`src/rtl/dds_ramp_sequencer.sv`:
```
// rtl/dds_ramp_sequencer.sv - AD9910 digital-ramp burst sequencer (up/down/triangle windows, optional gap hold).
// Optional feature macro: DDS_OSK_DROVER_MASK_EN (blank osk while the DDS reports ramp-over).
module dds_ramp_sequencer #(
  parameter int CNT_W   = 16,
  parameter int REP_W   = 8,
  parameter int CLKNUM  = 2,
  parameter int GAP_CYC = 4
) (
  input  logic             sys_clk,
  input  logic             sys_rst,
  input  logic             io_update,
  input  logic             drover,
  input  logic [1:0]       mode,
  input  logic [CNT_W-1:0] pulse_ns,
  input  logic [REP_W-1:0] burst_len,
  input  logic             abort,
  output logic             drctl,
  output logic             drhold,
  output logic             osk,
  output logic             busy,
  output logic             done,
  output logic [REP_W-1:0] win_cnt
);

  localparam int              GAP_W    = (GAP_CYC > 1) ? $clog2(GAP_CYC) : 1;
  localparam logic [GAP_W-1:0] GAP_LAST = GAP_W'((GAP_CYC > 0) ? GAP_CYC - 1 : 0);
  localparam logic [CNT_W-1:0] CLK_DIV  = CNT_W'(CLKNUM);

  typedef enum logic [1:0] {S_IDLE, S_RUN, S_GAP} state_t;

  state_t           state, state_nx;
  logic [1:0]       io_sync;
  logic             trigger, load;
  logic [CNT_W-1:0] len, len_q, half, cnt, cnt_nx;
  logic [1:0]       mode_q;
  logic [REP_W-1:0] burst_q, win_nx;
  logic [GAP_W-1:0] gap_cnt, gap_nx;
  logic             done_flag, done_flag_nx;
  logic             win_end, burst_end, stop;
  logic             drctl_nx, drhold_nx, osk_nx, busy_nx;
  logic             run_gate;

  function automatic logic start_dir(input logic [1:0] m);
    return ~m[0];
  endfunction

  assign len     = pulse_ns / CLK_DIV;
  assign half    = len_q >> 1;
  assign trigger = io_sync[0] & ~io_sync[1];
  assign load    = (state == S_IDLE) && trigger && (len != '0);
  assign stop    = abort && (state != S_IDLE);

  always_ff @(posedge sys_clk) begin
    if (sys_rst) io_sync <= 2'b00;
    else         io_sync <= {io_sync[0], io_update};
  end

`ifdef DDS_OSK_DROVER_MASK_EN
  logic [1:0] dr_sync;
  always_ff @(posedge sys_clk) begin
    if (sys_rst) dr_sync <= 2'b00;
    else         dr_sync <= {dr_sync[0], drover};
  end
  assign run_gate = ~dr_sync[1];
`else
  logic unused_drover;
  assign unused_drover = drover;
  assign run_gate      = 1'b1;
`endif

  always_comb begin
    state_nx     = state;
    cnt_nx       = cnt;
    gap_nx       = gap_cnt;
    win_nx       = win_cnt;
    done_flag_nx = 1'b0;
    win_end      = (state == S_RUN) && (cnt == len_q - CNT_W'(1));
    burst_end    = win_end && (burst_q != '0) && (win_cnt + REP_W'(1) == burst_q);
    case (state)
      S_IDLE: begin
        if (load) begin
          state_nx = S_RUN;
          cnt_nx   = '0;
          win_nx   = '0;
        end
      end
      S_RUN: begin
        cnt_nx = cnt + CNT_W'(1);
        if (win_end) begin
          win_nx = win_cnt + REP_W'(1);
          cnt_nx = '0;
          if (burst_end) begin
            state_nx     = S_IDLE;
            done_flag_nx = 1'b1;
          end else if (GAP_CYC == 0) begin
            state_nx = S_RUN;
          end else begin
            state_nx = S_GAP;
            gap_nx   = '0;
          end
        end
      end
      S_GAP: begin
        gap_nx = gap_cnt + GAP_W'(1);
        if (gap_cnt == GAP_LAST) begin
          state_nx = S_RUN;
          cnt_nx   = '0;
        end
      end
      default: state_nx = S_IDLE;
    endcase
    // Abort outranks window end: counters and win_cnt freeze, no done.
    if (stop) begin
      state_nx     = S_IDLE;
      cnt_nx       = cnt;
      win_nx       = win_cnt;
      done_flag_nx = 1'b0;
    end
  end

  // Pin values follow the state one cycle later, except abort which forces idle pins at once.
  always_comb begin
    drctl_nx  = start_dir(mode);
    drhold_nx = 1'b1;
    osk_nx    = 1'b0;
    busy_nx   = 1'b0;
    case (state)
      S_RUN: begin
        drhold_nx = 1'b0;
        osk_nx    = run_gate;
        busy_nx   = 1'b1;
        case (mode_q)
          2'b00:   drctl_nx = 1'b1;
          2'b01:   drctl_nx = 1'b0;
          2'b10:   drctl_nx = (cnt < half);
          default: drctl_nx = (cnt >= half);
        endcase
      end
      S_GAP: begin
        busy_nx  = 1'b1;
        drctl_nx = start_dir(mode_q);
      end
      default: ;
    endcase
    if (stop) begin
      drctl_nx  = start_dir(mode);
      drhold_nx = 1'b1;
      osk_nx    = 1'b0;
      busy_nx   = 1'b0;
    end
  end

  always_ff @(posedge sys_clk) begin
    if (sys_rst) begin
      state     <= S_IDLE;
      cnt       <= '0;
      gap_cnt   <= '0;
      win_cnt   <= '0;
      done_flag <= 1'b0;
      len_q     <= '0;
      mode_q    <= 2'b00;
      burst_q   <= '0;
      drctl     <= 1'b0;
      drhold    <= 1'b1;
      osk       <= 1'b0;
      busy      <= 1'b0;
      done      <= 1'b0;
    end else begin
      state     <= state_nx;
      cnt       <= cnt_nx;
      gap_cnt   <= gap_nx;
      win_cnt   <= win_nx;
      done_flag <= done_flag_nx;
      if (load) begin
        len_q   <= len;
        mode_q  <= mode;
        burst_q <= burst_len;
      end
      drctl  <= drctl_nx;
      drhold <= drhold_nx;
      osk    <= osk_nx;
      busy   <= busy_nx;
      done   <= done_flag && !stop;
    end
  end

endmodule

```
`config.mk`:
```
export PLATFORM = sky130hd
export DESIGN_NAME = dds_ramp_sequencer
export DESIGN_NICKNAME = d
export VERILOG_FILES = /design/src/rtl/dds_ramp_sequencer.sv
export SDC_FILE = /design/constraint.sdc
export NUM_CORES = 1
export LEC_CHECK = 0
export CAP_MARGIN = 20
export CORE_MARGIN = 5
export CORE_UTILIZATION = 57
export DETAILED_ROUTE_END_ITERATION = 10
export HOLD_SLACK_MARGIN = 0.05
export PLACE_DENSITY_LB_ADDON = 0.25
export SYNTH_ARGS = -nofsm -noshare
export SYNTH_HDL_FRONTEND = slang
export SYNTH_SLANG_ARGS = --single-unit
```
`constraint.sdc`:
```
create_clock -name sys_clk -period 3.6 [get_ports sys_clk]
set_input_delay 0.72 -clock sys_clk [delete_from_list [all_inputs] [get_ports sys_clk]]
set_output_delay 0.72 -clock sys_clk [all_outputs]
set_load 0.005 [all_outputs]
```
==> flow_summary.toml <==
[run_status]
outcome = "completed"

[finish]
final_core_util = 0.680
final_nets = 543
multi_input_area_um2 = 2380
area_growth_pct = 18.3
seq_area_um2 = 1220
fill_cells = 563
drive_above_1_share = 0.0727
n_antenna_cell = 0

[place]
dp_worst_setup_slack_ns = 0.138
hpwl_um = 7130
place_congestion = 0.942
port_buffers = 41

[floorplanning]
start_util = 0.575
core_area_um2 = 6680
fp-row-count = 30
die_w_um = 92.1
num_io_pins = 44
dieHeight_um = 92.1
dieArea_um2 = 8480

[global_routing]
track_usage = 0.233
grt_max_degree = 29
grt_pass1_wl_um = 15800
first_global_vias = 3309
grt_overflow_total = 0
grt_antenna_before_repair = 0

[min_path]
worstHoldPathCells = 1
hold_path_class = "flip-flop to flip-flop"

[drt]
first_pass_iters = 4
post_drt_wl_per_cell_um = 16.2
ant_nets = 0
drc = 0
vias = 3379
drtIter0Drc = 158
routed_via_density = 5.88
finalWirelength_um = 9330

[synth]
synth_fp_nets = 505
ys_ff_latch = 61
synth_warnings = 0
ys_seq_area_frac = 0.318
yosysTopAreaCell = "dfxtp_1"
ys_top_cells_by_count = "dfxtp_1 (61), nor2_1 (46), inv_1 (33)"
synth_most_common_cell = "dfxtp_1"
synth.top_cell.area_share = 0.318
syn_inst = 452
synth-edff-count = 0
synth_top_cells_by_area = "dfxtp_1 (32%), ha_1 (7.2%), mux2i_1 (7.0%)"
synth_flop_cell = "dfxtp_1"
async_reset_ff_frac = 0
avgSynthCellArea_um2 = 8.49
ys_types = 58
netlist_area_um2 = 3840

[timing]
relSlewSlack = 0.385
whs_ns = 0.429
setup_ws_ns = 0.247
maxSlewViolCount = 0
setup_viol = 0
tns_ns = 0
fin_crit_sh = 0.931
fmax_mhz = 298
rsz0062_at_grt = "no"
skew_ns = 0.00842
fin_crit_ns = 3.35
hold_violations = 0
worst_slew_pin_slew_ns = 0.899

[pwr]
power_frac_seq = 0.366
intPower_mw = 1.45
p_leak_nw = 1.81
clock_power_share = 0.355
switchingPower_mw = 0.644
p_total_mw = 2.09
power-per-cell-area_nw_per_um2 = 461
pwr-share-comb = 0.279
switching_share = 0.308
ir_drop_uv = 299

[cts]
cts_repair_resize_count = 0
cts_num_sinks = 61
clockBufferDepth = 2
clock_latency_ns = 0.35
cts-buffers-inserted = 9
post-cts-setup-buffer-count = 0
htreeDepth = 3
cts.clk_slew.worst_paths_ns = 0.07
cts_hold_buffers = 0
cts_root_buf = "clkbuf_8"
cts_tree = "yes"

[setup_path]
reg2reg_depth = 10
crit_type = "flip-flop to flip-flop"
critPathRequiredTime_ns = 3.82
crit_fanout = 16
start_kind = "flip-flop"
critPathArrivalTime_ns = 3.57
critPathCaptureType = "flip-flop"

[flow_run]
maxCapViolCount = 0
-- path summary, 6_finish.rpt --
path                                 from  endpoint  slack [ns]
worst max-delay path             len_q[0]   cnt[15]        0.25
worst min-delay path            done_flag      done        0.43
worst max register to register   len_q[0]   cnt[15]        0.25
worst min register to register  done_flag      done        0.43
-- logic make-up (layout without fill, tap and decap cells) --
group                    after synthesis  in the layout  share of synthesized area
AO/OA/AOI/OAI                         71             71                      0.140
XOR/XNOR                              40             40                     0.0913
adder cells (fa/ha/maj)               22             22                     0.0717
buffers and inverters                 56             99                     0.0606
flip-flops                            61             61                      0.318
multiplexers                          28             28                     0.0733
AND/OR/NAND/NOR                      174            174                      0.245
-- cell usage in the layout (no fill, tap or decap), drive strengths merged, types with 6 or more instances in the layout --
cell           Yosys  final
inv               33     33
a221o              7      7
o21ai              7      7
dfxtp             61     61
or4                6      6
nor4              12     12
ha                22     22
xor2              24     24
clkbuf            17     12
mux2i             27     27
and2               6      6
a211oi             7      7
nand3             12     12
nand4             11     11
buf                6     10
nor2              46     46
and3              10     10
a21oi             17     17
nand2             21     21
nor2b              6      6
xnor2             16     16
a21o               6      6
clkdlybuf4s50      0     40
nor3              25     25
-- power by group through the flow --
stage	Clock (mW)	Combinational, mW	Sequential, mW
after CTS	0.758	0.577	0.764
after global routing	0.784	0.648	0.769
after detailed placement	0	0.571	0.779
final	0.743	0.584	0.765
after floorplan	0	0.430	0.763
after global placement	0	0.556	0.778
-- layout make-up --
type,count,share of cell area
repair buffers,50,0.104
multi-input cells,335,0.525
clock buffers,12,0.0320
clock inverters,4,0.0209
flip-flops and latches,61,0.269
inverters,33,0.0273
well taps,80,0.0220
-- through the flow --
stage               area [um2]  cells
floorplan                 3840    452
global placement          4300    558
detailed placement        4300    558
CTS                       4540    574
global route              4540    575
finish                    4540    575
-- state kept, by name (all words and copies together) (netlist names) --
register and cells:
done_flag 1, io_sync 2, drctl 1, osk 1
win_cnt 8, state 2, mode_q 2, gap_cnt 2
len_q 15, busy 1, burst_q 8, cnt 16
drhold 1, done 1
-- worst max-delay path, stage by stage (launching register included) --
cell and delay, ns:
dfxtp_1 0.32, inv_1 0.05, ha_1 0.31, or3b_2 0.50, or4_1 0.51, a21oi_1 0.21
o22ai_1 0.16, a2111oi_4 0.29, buf_4 0.27, o21a_1 0.47, nor3_1 0.11
-- per-layer routing --
| metal | vias up | share of wire | track usage |
|---|---|---|---|
| li1 | 1702 | - | - |
| met1 | 1561 | 0.42 | 0.277 |
| met2 | 98 | 0.51 | 0.408 |
| met3 | 18 | 0.049 | 0.0492 |
| met4 | 0 | 0.023 | 0.0928 |
| met5 | - | 0 | 0 |
No activity file was read; power rests on OpenSTA's default activity.
